--- config.mk ---
export PLATFORM = sky130hd
export DESIGN_NAME = mem_port_arbiter
export DESIGN_NICKNAME = d
export VERILOG_FILES = /design/src/rtl/mem_port_arbiter_pkg.sv /design/src/rtl/mem_arb_watchdog.sv /design/src/rtl/mem_port_arbiter.sv
export SDC_FILE = /design/constraint.sdc
export NUM_CORES = 1
export LEC_CHECK = 0
export CAP_MARGIN = 20
export CORE_AREA = 2 2 340 342
export DETAILED_ROUTE_END_ITERATION = 8
export DIE_AREA = 0 0 342 344
export GPL_ROUTABILITY_DRIVEN = 0
export HOLD_SLACK_MARGIN = 0.05
export PLACE_DENSITY = 0.37
export SYNTH_ARGS = -nofsm -noshare
export SYNTH_HDL_FRONTEND = slang
export SYNTH_SLANG_ARGS = --single-unit
--- constraint.sdc ---
create_clock -name clk_i -period 1.83 [get_ports clk_i]
set_clock_uncertainty 0.15 [all_clocks]
set_input_delay 0.366 -clock clk_i [delete_from_list [all_inputs] [get_ports clk_i]]
set_output_delay 0.366 -clock clk_i [all_outputs]
set_load 0.03 [all_outputs]
--- src/rtl/mem_port_arbiter_pkg.sv ---
// mem_port_arbiter_pkg: shared cache types for the memory port arbiter.
// FSM state codes, owner encodings and the default line geometry.
package mem_port_arbiter_pkg;

    localparam int unsigned LINE_W_DEF = 128;
    localparam int unsigned ADDR_W_DEF = 32;

    typedef logic [ADDR_W_DEF-1:0] mem_addr_t;
    typedef logic [LINE_W_DEF-1:0] mem_line_t;

    localparam logic ARB_IDLE = 1'b0;
    localparam logic ARB_BUSY = 1'b1;

    localparam logic [1:0] OWN_NONE = 2'b00;
    localparam logic [1:0] OWN_IC   = 2'b01;
    localparam logic [1:0] OWN_DC   = 2'b10;

endpackage

--- src/rtl/mem_arb_watchdog.sv ---
// mem_arb_watchdog: per-transaction cycle counter with a sticky
// timeout flag; expire_o fires on the last allowed BUSY cycle.
module mem_arb_watchdog #(
    parameter int unsigned TIMEOUT_CYC = 1024
) (
    input  logic clk_i,
    input  logic rst_i,
    input  logic start_i,
    input  logic busy_i,
    input  logic done_i,
    output logic expire_o,
    output logic timeout_o
);

    localparam int unsigned CLOG = $clog2(TIMEOUT_CYC);
    localparam int unsigned CNT_W = (CLOG > 10) ? CLOG : 10;
    localparam logic [CNT_W-1:0] LIMIT = CNT_W'(TIMEOUT_CYC - 1);

    logic [CNT_W-1:0] cnt_q;

    // A completion in the final cycle beats the timeout.
    assign expire_o = busy_i && (cnt_q == LIMIT) && !done_i;

    // Count BUSY cycles from the grant; latch any expiry until reset.
    always_ff @(posedge clk_i) begin
        if (rst_i) begin
            cnt_q     <= '0;
            timeout_o <= 1'b0;
        end else begin
            if (start_i) begin
                cnt_q <= '0;
            end else if (busy_i) begin
                cnt_q <= cnt_q + CNT_W'(1);
            end
            if (expire_o) begin
                timeout_o <= 1'b1;
            end
        end
    end

endmodule

--- src/rtl/mem_port_arbiter.sv ---
// mem_port_arbiter: shares the line memory port between I$ and D$.
// MEM_ARB_ROUND_ROBIN_EN selects round-robin, else D$ has priority.
module mem_port_arbiter
    import mem_port_arbiter_pkg::*;
#(
    parameter int unsigned ADDR_W      = 32,
    parameter int unsigned LINE_W      = 128,
    parameter int unsigned TIMEOUT_CYC = 1024
) (
    input  logic              clk_i,
    input  logic              rst_i,
    input  logic              ic_req_valid_i,
    input  logic              ic_req_rw_i,
    input  logic [ADDR_W-1:0] ic_req_addr_i,
    input  logic [LINE_W-1:0] ic_req_data_i,
    output logic              ic_resp_ready_o,
    output logic [LINE_W-1:0] ic_resp_data_o,
    input  logic              dc_req_valid_i,
    input  logic              dc_req_rw_i,
    input  logic [ADDR_W-1:0] dc_req_addr_i,
    input  logic [LINE_W-1:0] dc_req_data_i,
    output logic              dc_resp_ready_o,
    output logic [LINE_W-1:0] dc_resp_data_o,
    output logic              mem_req_valid_o,
    output logic              mem_req_rw_o,
    output logic [ADDR_W-1:0] mem_req_addr_o,
    output logic [LINE_W-1:0] mem_req_data_o,
    input  logic              mem_resp_ready_i,
    input  logic [LINE_W-1:0] mem_resp_data_i,
    output logic              busy_o,
    output logic [1:0]        owner_o,
    output logic              timeout_o
);

    logic              state_q;
    logic [1:0]        owner_q;
    logic              rw_q;
    logic [ADDR_W-1:0] addr_q;
    logic [LINE_W-1:0] data_q;

    logic any_req;
    logic grant_ic;
    logic grant_dc;
    logic start;
    logic done;
    logic expire;

    assign any_req = ic_req_valid_i | dc_req_valid_i;

`ifdef MEM_ARB_ROUND_ROBIN_EN
    logic rr_q;

    // rr_q=0 favours the I$, rr_q=1 favours the D$.
    assign grant_ic = ic_req_valid_i & (~dc_req_valid_i | ~rr_q);
    assign grant_dc = dc_req_valid_i & ~grant_ic;

    // Hand priority to whoever was not just served.
    always_ff @(posedge clk_i) begin
        if (rst_i) begin
            rr_q <= 1'b0;
        end else if (done) begin
            rr_q <= (owner_q == OWN_IC);
        end
    end
`else
    assign grant_dc = dc_req_valid_i;
    assign grant_ic = ic_req_valid_i & ~dc_req_valid_i;
`endif

    assign start = (state_q == ARB_IDLE) & any_req;
    assign done  = (state_q == ARB_BUSY) & mem_resp_ready_i;

    // Grant in IDLE, hold the registered request until done or expiry.
    always_ff @(posedge clk_i) begin
        if (rst_i) begin
            state_q <= ARB_IDLE;
            owner_q <= OWN_NONE;
            rw_q    <= 1'b0;
            addr_q  <= '0;
            data_q  <= '0;
        end else begin
            unique case (state_q)
                ARB_IDLE: begin
                    if (any_req) begin
                        state_q <= ARB_BUSY;
                        owner_q <= grant_dc ? OWN_DC : OWN_IC;
                        rw_q    <= grant_dc ? dc_req_rw_i : ic_req_rw_i;
                        addr_q  <= grant_dc ? dc_req_addr_i : ic_req_addr_i;
                        data_q  <= grant_dc ? dc_req_data_i : ic_req_data_i;
                    end
                end
                ARB_BUSY: begin
                    if (done || expire) begin
                        state_q <= ARB_IDLE;
                        owner_q <= OWN_NONE;
                    end
                end
                default: begin
                    state_q <= ARB_IDLE;
                    owner_q <= OWN_NONE;
                end
            endcase
        end
    end

    mem_arb_watchdog #(
        .TIMEOUT_CYC (TIMEOUT_CYC)
    ) u_wdog (
        .clk_i     (clk_i),
        .rst_i     (rst_i),
        .start_i   (start),
        .busy_i    (state_q == ARB_BUSY),
        .done_i    (mem_resp_ready_i),
        .expire_o  (expire),
        .timeout_o (timeout_o)
    );

    assign mem_req_valid_o = (state_q == ARB_BUSY);
    assign mem_req_rw_o    = rw_q;
    assign mem_req_addr_o  = addr_q;
    assign mem_req_data_o  = data_q;

    assign ic_resp_ready_o = done & (owner_q == OWN_IC);
    assign dc_resp_ready_o = done & (owner_q == OWN_DC);
    assign ic_resp_data_o  = mem_resp_data_i;
    assign dc_resp_data_o  = mem_resp_data_i;

    assign busy_o  = (state_q == ARB_BUSY);
    assign owner_o = owner_q;

endmodule
# ---- After elaboration in Yosys (flattened, before gate mapping)
# Index checks and enable logic that the tools add are counted.
dict set report word_totals {
  output_inout_bits 424
  wordCells 36
  register_bits 175
}
dict set report classes {
  n_addsub 1
  eq_ne 5
  bitwise 6
  mux 10
  n_reduce_logical 7
}
# op n
set op_table {}
lappend op_table {{128-bit 2-to-1 mux} 1}
lappend op_table {{32-bit 2-to-1 mux} 1}
lappend op_table {{10-bit by 1-bit adder with 10-bit output (second input constant)} 1}
lappend op_table {{10-bit == test (second input constant)} 1}
lappend op_table {{2-bit 2-to-1 mux} 3}
lappend op_table {{1-bit bitwise AND} 4}
lappend op_table {{2-bit one-hot mux with 2 select lines} 1}
lappend op_table {{2-bit AND reduction} 2}
lappend op_table {{1-bit 2-to-1 mux} 3}
lappend op_table {{2-bit by 1-bit == test with 1-bit output (second input constant)} 1}
lappend op_table {{2-bit == test (second input constant)} 1}
lappend op_table {{1-bit logical AND} 2}
lappend op_table {{2-bit by 1-bit inequality test with 1-bit output (second input constant)} 1}
lappend op_table {{2-bit inequality test (second input constant)} 1}
lappend op_table {{1-bit one-hot mux with 2 select lines} 1}
lappend op_table {{2-bit OR reduction} 1}
lappend op_table {{1-bit logical NOT} 1}
lappend op_table {{1-bit logical OR} 1}
lappend op_table {{1-bit inverter} 1}
lappend op_table {{1-bit OR} 1}

# ---- Depth between registers and ports, before layout
# Gate-level depths: netlist of the first run.
dict set report logic_depth {
  depth_word 6
  depth_mapped 7
}

# ---- Cells and area by module
# From an unflattened synthesis of the first run, not the netlist that was laid out.
dict set report hier_totals {
  cells_unflattened 1064
  area_unflattened_um2 11026.8
}
# mod n_inst area_per_inst_um2 cells_each
set by_module_without_submodules {}
lappend by_module_without_submodules {mem_port_arbiter 1 10531.4 1010}
lappend by_module_without_submodules {mem_arb_watchdog 1 495.5 54}

# ---- Worst setup path before layout of the first run
# OpenSTA, ideal clock, no wires.
dict set report synth_timing {
  kind {reg2out}
  startpoint {reg state_q, in the netlist busy_o}
  endpoint {out ic_resp_ready_o}
  setup_slack_ns -0.290
  arrival_time_ns 1.604
  stages_incl_launch_ff 4
  path_buffers 1
  path_cell_list {dfxtp_1 > buf_4 > nand2_1 > nor3b_1}
}
dict set report synth_between {
  elab_chain_cells 2
}
# item line
set synth_lines {}
lappend synth_lines {{from (decl)} mem_port_arbiter.sv:35} ;# logic state_q;
lappend synth_lines {{from (signal assigned)} mem_port_arbiter.sv:76} ;# state_q <= ARB_IDLE;
lappend synth_lines {{from (signal assigned)} mem_port_arbiter.sv:85} ;# state_q <= ARB_BUSY;
lappend synth_lines {{from (signal assigned)} mem_port_arbiter.sv:94} ;# state_q <= ARB_IDLE;
lappend synth_lines {{1-bit bitwise AND} mem_port_arbiter.sv:71} ;# assign done = (state_q == ARB_BUSY) & mem_resp_ready_i;
lappend synth_lines {{1-bit bitwise AND} mem_port_arbiter.sv:123} ;# assign ic_resp_ready_o = done & (owner_q == OWN_IC);
lappend synth_lines {{to (decl)} mem_port_arbiter.sv:16} ;# output logic ic_resp_ready_o,
# No other way between the ends.

# ---- Worst setup path after layout of the first run
dict set report layout_timing {
  startpoint {in mem_resp_ready_i}
  endpoint {out dc_resp_ready_o}
}
dict set report layout_between {
  elab_chain_cells 2
}
# item line
set layout_lines {}
lappend layout_lines {{from (decl)} mem_port_arbiter.sv:28} ;# input logic mem_resp_ready_i,
lappend layout_lines {{1-bit bitwise AND} mem_port_arbiter.sv:71}
lappend layout_lines {{1-bit bitwise AND} mem_port_arbiter.sv:124} ;# assign dc_resp_ready_o = done & (owner_q == OWN_DC);
lappend layout_lines {{to (decl)} mem_port_arbiter.sv:22} ;# output logic dc_resp_ready_o,
# No other way between the ends.

==> results.sh, run 1 <==
export IMPL_firstDrtPassIters=4
export IMPL_max_clock_freq_mhz=546
export IMPL_grt_pass1_wl_microns=56100
export IMPL_synth_simple_area_share_pct=8.22
export IMPL_crit_type="in2out"
export IMPL_root_buffer="clkbuf_16"
export IMPL_min_delay_path_depth=2
export IMPL_clock_latency_ns=0.49
export IMPL_ys_warnings_count=0
export IMPL_power_leakage_nw=5.91
export IMPL_hpwl_microns=33000
export IMPL_portBuffers=494
export IMPL_worst_ep_arrival_time_ns=1.32
export IMPL_routed_wl_microns=40700
export IMPL_syn_to_final_growth_pct=63.8
export IMPL_status="finished with violations"
export IMPL_wirelength_met1_microns=15900
export IMPL_yosysUniqueCellTypes=32
export IMPL_violations="setup timing"
export IMPL_grt_setup_unrepaired="yes"
export IMPL_hold_viol=0
export IMPL_final_cell_mix="clkdlybuf4s50_1 (324), dfxtp_1 (172), nor2_1 (167)"
export IMPL_synth_xor_area_share_pct=0.366
export IMPL_ir_worst_vdd_v=0.000721
export IMPL_drv_cap=0
export IMPL_r2r_cells=6
export IMPL_setup_viol=1
export IMPL_final_common_cell="clkdlybuf4s50_1"
export IMPL_grt_pass1_vias=8539
export IMPL_critPathLaunchType="input port"
export IMPL_utilization_pct=13.8
export IMPL_multi_input_area_sq_mm=0.00383
export IMPL_cts_buffers=17
export IMPL_die_area_sq_mm=0.118
export IMPL_ant_nets=0
export IMPL_synth_top_family_by_area="buffers and inverters"
export IMPL_start_util_pct=8.41
export IMPL_seq_area_frac_synth_pct=36.6
export IMPL_slew_viol_final=0
export IMPL_synthCells=1047
export IMPL_worstPathMaxFanout=2
export IMPL_fillers=12944
export IMPL_met3_length_microns=5530
export IMPL_final_cell_area_sq_mm=0.0157
export IMPL_layout_setup_ws_ns=-0.00207
export IMPL_via_count=8014
export IMPL_h_tree_depth=4
export IMPL_wl_met2_microns=17400
export IMPL_routed_via_density=2.84
export IMPL_synth_top_area_cell="dfxtp_1"
export IMPL_io_pins=879
export IMPL_postSynthAreaPerCell_sq_um=9.14
export IMPL_fin_crit_sh_pct=100
export IMPL_r2r_setup_slack_ns=0.04
export IMPL_synth_area_mux_share_pct=16.9
export IMPL_worstSetupEndpointType="output port"
export IMPL_syn_num_nets=1503
export IMPL_grt_use_total_pct=6.65
export IMPL_tightestPinTransition_ns=0.352
export IMPL_die_x_microns=342
export IMPL_nNetsFinal=1757
export IMPL_place_area_sq_mm=0.0149
export IMPL_drc=0
export IMPL_dr_first_iter_drc_count=142
export IMPL_yosysTopAreaCellShare_pct=36.6
export IMPL_p_per_area_mw_per_mm2=816
export IMPL_synth_fa_ha_area_share_pct=0.131
export IMPL_diodes=0
export IMPL_finalCriticalPeriod_ns=1.83
export IMPL_seq_area_sq_mm=0.00351
export IMPL_crit_required_ns=1.31
export IMPL_cts_tree="done"
export IMPL_fp_dieH_microns=344
export IMPL_hold_class="in2reg"
export IMPL_clk_pin_slew_worst_paths_ns=0.08
export IMPL_ys_ff_latch=175
export IMPL_grt_overflow_total=0
export IMPL_std_cell_rows=124
export IMPL_ctsLongestPathBuffers=2
export IMPL_highest_layer="met4"
export IMPL_layout_drive_gt1_share_pct=16.9
export IMPL_slew_headroom_pct=75.8
export IMPL_syn_area_sq_mm=0.00957
export IMPL_synth_compound_gate_area_share_pct=13.8
export IMPL_antenna_found_initial=0
export IMPL_fin_hold_ws_ns=0.102
export IMPL_grt_max_degree=74
export IMPL_synth_area_leaders="dfxtp_1 (37%), buf_4 (20%), mux2i_1 (17%), a211oi_1 (13%), nor2_1 (6.5%)"
export IMPL_clock_sinks=175
export IMPL_routedWlPerCell_microns=14.4
export IMPL_fp_coreArea_sq_mm=0.114
-- metal layers --
| layer | vias up | global-route usage, % |
|---|---|---|
| met4 | 0 | 4.14 |
| met3 | 91 | 4.12 |
| met2 | 538 | 9.88 |
| met5 | - | 0 |
| li1 | 3910 | - |
| met1 | 3475 | 7.10 |
-- layout make-up --
| cell class | count | share of cell area, % |
|---|---|---|
| clock buffers | 19 | 2.82 |
| clock inverters | 13 | 1.56 |
| inverters | 2 | 0.0479 |
| multi-input cells | 538 | 24.4 |
| flip-flops and latches | 175 | 22.4 |
| well taps | 1512 | 12.1 |
| repair buffers | 567 | 36.7 |
-- cells in the mapped netlist, drive strengths merged --
cell / number
mux2i: 162
a21oi: 6
nor3: 1
clkbuf: 23
xnor2: 1
o21a: 1
dfxtp: 175
o21bai: 1
inv: 2
xor2: 3
ha: 1
o21ba: 1
nor3b: 3
o32ai: 1
o22ai: 1
nor4: 1
buf: 309
or4: 2
nand4: 4
nand2: 9
nor2: 167
o21ai: 5
o31ai: 2
a211oi: 161
nand3: 1
nand2b: 1
or3: 3
-- worst paths after layout --
check,end,from
min reg2reg,u_wdog.timeout_o,u_wdog.timeout_o
min,mem_req_data_o[7],rst_i
max,dc_resp_ready_o,mem_resp_ready_i
max reg2reg,mem_req_data_o[10],busy_o
-- state kept, by name, summed over array words and instances (netlist names) --
register,count
u_wdog.cnt_q,10
u_wdog.timeout_o,1
owner_o,2
mem_req_rw_o,1
busy_o,1
mem_req_addr_o,32
mem_req_data_o,128
-- cell families after synthesis --
kind of cell    after synthesis
mux                         162
compound gates              179
fa+ha+maj                     1
simple gates                192
xor+xnor                      4
buf+inv                     334
flops                       175
-- report_power, final --
part	internal (mW)	total (mW)	switching (mW)	leakage, nW
Clock	2.63	4.51	1.88	0.335
Combinational	1.80	3.82	2.03	4.12
Sequential	4.22	4.46	0.241	1.45
Total	8.65	12.8	4.15	5.91
-- worst max-delay path, cell delays in order --
cell and delay, ns:
clkdlybuf4s50_1 0.54, nand2_4 0.07, nor3b_2 0.16, buf_4 0.18
-- through the flow --
| step | TNS [ns] | setup WS (ns) | total power [mW] | std cells |
|---|---|---|---|---|
| floorplan | -0.0336 | -0.0267 | 7.38 | 1047 |
| global placement | -20.66 | -0.232 | 8.51 | 2789 |
| detailed placement | -24.82 | -0.248 | 8.53 | 2789 |
| CTS | -0.104 | -0.0381 | 13.2 | 2823 |
| global route | -0.774 | -0.0831 | 13.6 | 2826 |
| finish | -0.00207 | -0.00207 | 12.8 | 2826 |
-- what timing repair did --
| item | CTS | global route |
|---|---|---|
| buffers inserted | 1 | 1 |
| endpoints found under the hold margin | 2 | 0 |
| pin swaps | 1 | 10 |
| resized for setup | 364 | 40 |
| endpoints found under the setup margin | 154 | 80 |
| cloned | 0 | 2 |
| hold buffers | 1 | 0 |
No activity file was read; power rests on OpenSTA's default activity.
==> run 2, diff against run 1 <==
==> constraint.sdc (replaced) <==
create_clock -name clk_i -period 1.83 [get_ports clk_i]
set_clock_uncertainty 0.15 [all_clocks]
set_input_delay 0.2745 -clock clk_i [delete_from_list [all_inputs] [get_ports clk_i]]
set_output_delay 0.2745 -clock clk_i [all_outputs]
set_load 0.03 [all_outputs]
==> run 2 against run 1 <==
  * The flow now finishes without violations
  * Worst setup slack better by 0.070 ns
  * Maximum frequency increased by 4.0%
  * Via count increased by 0.72%
  * Global-route usage decreased by 0.097 points
  * Non-clock buffer count is 3 lower
  * Design area down 2.3%
  * Critical endpoint is now mem_req_addr_o[23]
  * Largest cell class unchanged
  * Highest routed layer unchanged
==> results.sh, run 2 (synthesis gave the netlist of run 1 again) <==
export IMPL_ir_worst_vdd_v=0.000737
export IMPL_hold_class="in2reg"
export IMPL_cts_buffers=17
export IMPL_firstDrtPassIters=4
export IMPL_worstPathMaxFanout=30
export IMPL_routed_wl_microns=40200
export IMPL_clock_latency_ns=0.48
export IMPL_dr_first_iter_drc_count=145
export IMPL_fin_tns_setup_ns=0
export IMPL_status="finished, final reports clean"
export IMPL_hold_viol=0
export IMPL_combPwrFrac_pct=30.9
export IMPL_internal_power_mw=7.93
export IMPL_wirelength_met1_microns=16100
export IMPL_critPathLaunchType="input port"
export IMPL_cts_tree="done"
export IMPL_drc=0
export IMPL_grt_pass1_wl_microns=55300
export IMPL_grt_max_degree=51
export IMPL_switching_power_mw=4.07
export IMPL_final_common_cell="clkdlybuf4s50_1"
export IMPL_max_clock_freq_mhz=568
export IMPL_diodes=0
export IMPL_worstSetupEndpointType="register"
export IMPL_grt_pass1_vias=8329
export IMPL_min_delay_path_depth=3
export IMPL_h_tree_depth=4
export IMPL_grt_overflow_total=0
export IMPL_routedWlPerCell_microns=14.2
export IMPL_r2r_cells=6
export IMPL_portBuffers=494
export IMPL_via_count=8072
export IMPL_setup_viol=0
export IMPL_dp_slack_ns=-0.202
export IMPL_clock_sinks=175
export IMPL_fin_crit_sh_pct=96.3
export IMPL_p_seq_share_pct=36.9
export IMPL_slew_headroom_pct=74.8
export IMPL_root_buffer="clkbuf_16"
export IMPL_met3_length_microns=5420
export IMPL_crit_type="in2reg"
export IMPL_ant_nets=0
export IMPL_fp_coreArea_sq_mm=0.114
export IMPL_slew_viol_final=0
export IMPL_finalCriticalPeriod_ns=1.76
export IMPL_io_pins=879
export IMPL_nNetsFinal=1754
export IMPL_die_x_microns=342
export IMPL_ctsLongestPathBuffers=2
export IMPL_largest_reg_flops=128
export IMPL_syn_to_final_growth_pct=60.1
export IMPL_std_cell_rows=124
export IMPL_grt_setup_unrepaired="yes"
export IMPL_fin_hold_ws_ns=0.266
export IMPL_tightestPinTransition_ns=0.368
export IMPL_wl_met2_microns=17200
export IMPL_start_util_pct=8.41
export IMPL_hpwl_microns=32600
export IMPL_antenna_found_initial=0
export IMPL_r2r_setup_slack_ns=0.13
export IMPL_power_leakage_nw=6.17
export IMPL_clk_pin_slew_worst_paths_ns=0.08
export IMPL_switching_share_pct=33.9
export IMPL_routed_via_density=2.86
export IMPL_crit_required_ns=2.06
export IMPL_fp_dieH_microns=344
export IMPL_highest_layer="met4"
export IMPL_layout_setup_ws_ns=0.0683
export IMPL_grt_use_total_pct=6.55
export IMPL_drv_cap=0
export IMPL_clockPowerShare_pct=32.2
export IMPL_fillers=12992
export IMPL_layout_drive_gt1_share_pct=9.61
export IMPL_p_per_area_mw_per_mm2=783
export IMPL_final_cell_mix="clkdlybuf4s50_1 (324), dfxtp_1 (173), nor2_1 (167)"
export IMPL_worst_ep_arrival_time_ns=1.99
export IMPL_utilization_pct=13.5
export IMPL_die_area_sq_mm=0.118
[run 2: cell types whose count changed in the layout (fill, tap and decap cells not counted), sizes merged]
cell / delta
inv: -3
clkinvlp: +4
dlygate4sd2: +142
clkinv: +1
dlygate4sd3: +1
clkdlybuf4s15: -119
clkbuf: -14
bufinv: -5
buf: -10
[run 2: routing by layer]
layer,GRT usage [%],vias to the layer above
li1,-,3904
met1,7.07,3540
met2,9.67,545
met3,4.25,83
met4,3.70,0
met5,0,-
[run 2: repair_timing]
| action | 4_1_cts | 5_1_grt |
|---|---|---|
| gates resized for setup | 163 | 9 |
| gates cloned | 0 | 2 |
| endpoints found under the hold margin | 9 | 0 |
| hold buffers | 2 | 0 |
| endpoints found under the setup margin | 155 | 12 |
| setup buffers | 2 | 0 |
| pin swaps | 1 | 0 |
[run 2: final cells by class]
cell class                      instances  area [sq um]  share of cell area [%]
Clock buffer                           22           484                    3.16
Clock inverter                         10           103                   0.670
Inverter                                2          7.51                  0.0490
Multi-Input combinational cell        538          3800                    24.8
Sequential cell                       175          3510                    22.9
Tap cell                             1512          1890                    12.3
Timing Repair Buffer                  564          5530                    36.1
[run 2: critical path: stages]
cell and delay, ns:
dlygate4sd3_1 0.56, buf_8 0.19, buf_12 0.23, buf_4 0.21
mux2i_1 0.33, a211oi_1 0.12
[run 2: power by group through the flow]
stage	Sequential [mW]	Clock (mW)	Combinational [mW]
floorplan	5.29	0	2.10
global placement	4.53	0	3.94
detailed placement	4.54	0	3.95
CTS	4.44	4.18	3.73
global route	4.49	4.29	4.00
finish	4.43	3.86	3.71
[run 2: worst paths after layout]
check                    startpoint                  to
hold / removal    ic_req_addr_i[24]  mem_req_addr_o[24]
setup / recovery     dc_req_valid_i  mem_req_addr_o[23]
setup reg to reg             busy_o  mem_req_data_o[38]
hold reg to reg    u_wdog.timeout_o    u_wdog.timeout_o
[run 2: metrics by stage]
| stage | area (sq um) | cells | total power, mW |
|---|---|---|---|
| 6_report | 15300 | 2823 | 12.0 |
| 5_1_grt | 15300 | 2823 | 12.8 |
| 4_1_cts | 15200 | 2821 | 12.3 |
| 3_5_place_dp | 14800 | 2785 | 8.49 |
| 3_3_place_gp | 14800 | 2785 | 8.47 |
| 2_1_floorplan | 9580 | 1047 | 7.38 |
==> run 3, diff against run 2 <==
- GPL_TIMING_DRIVEN: not set -> 1
==> results of run 3 <==
Final layout, timing and power as in run 2 (identical DEF).
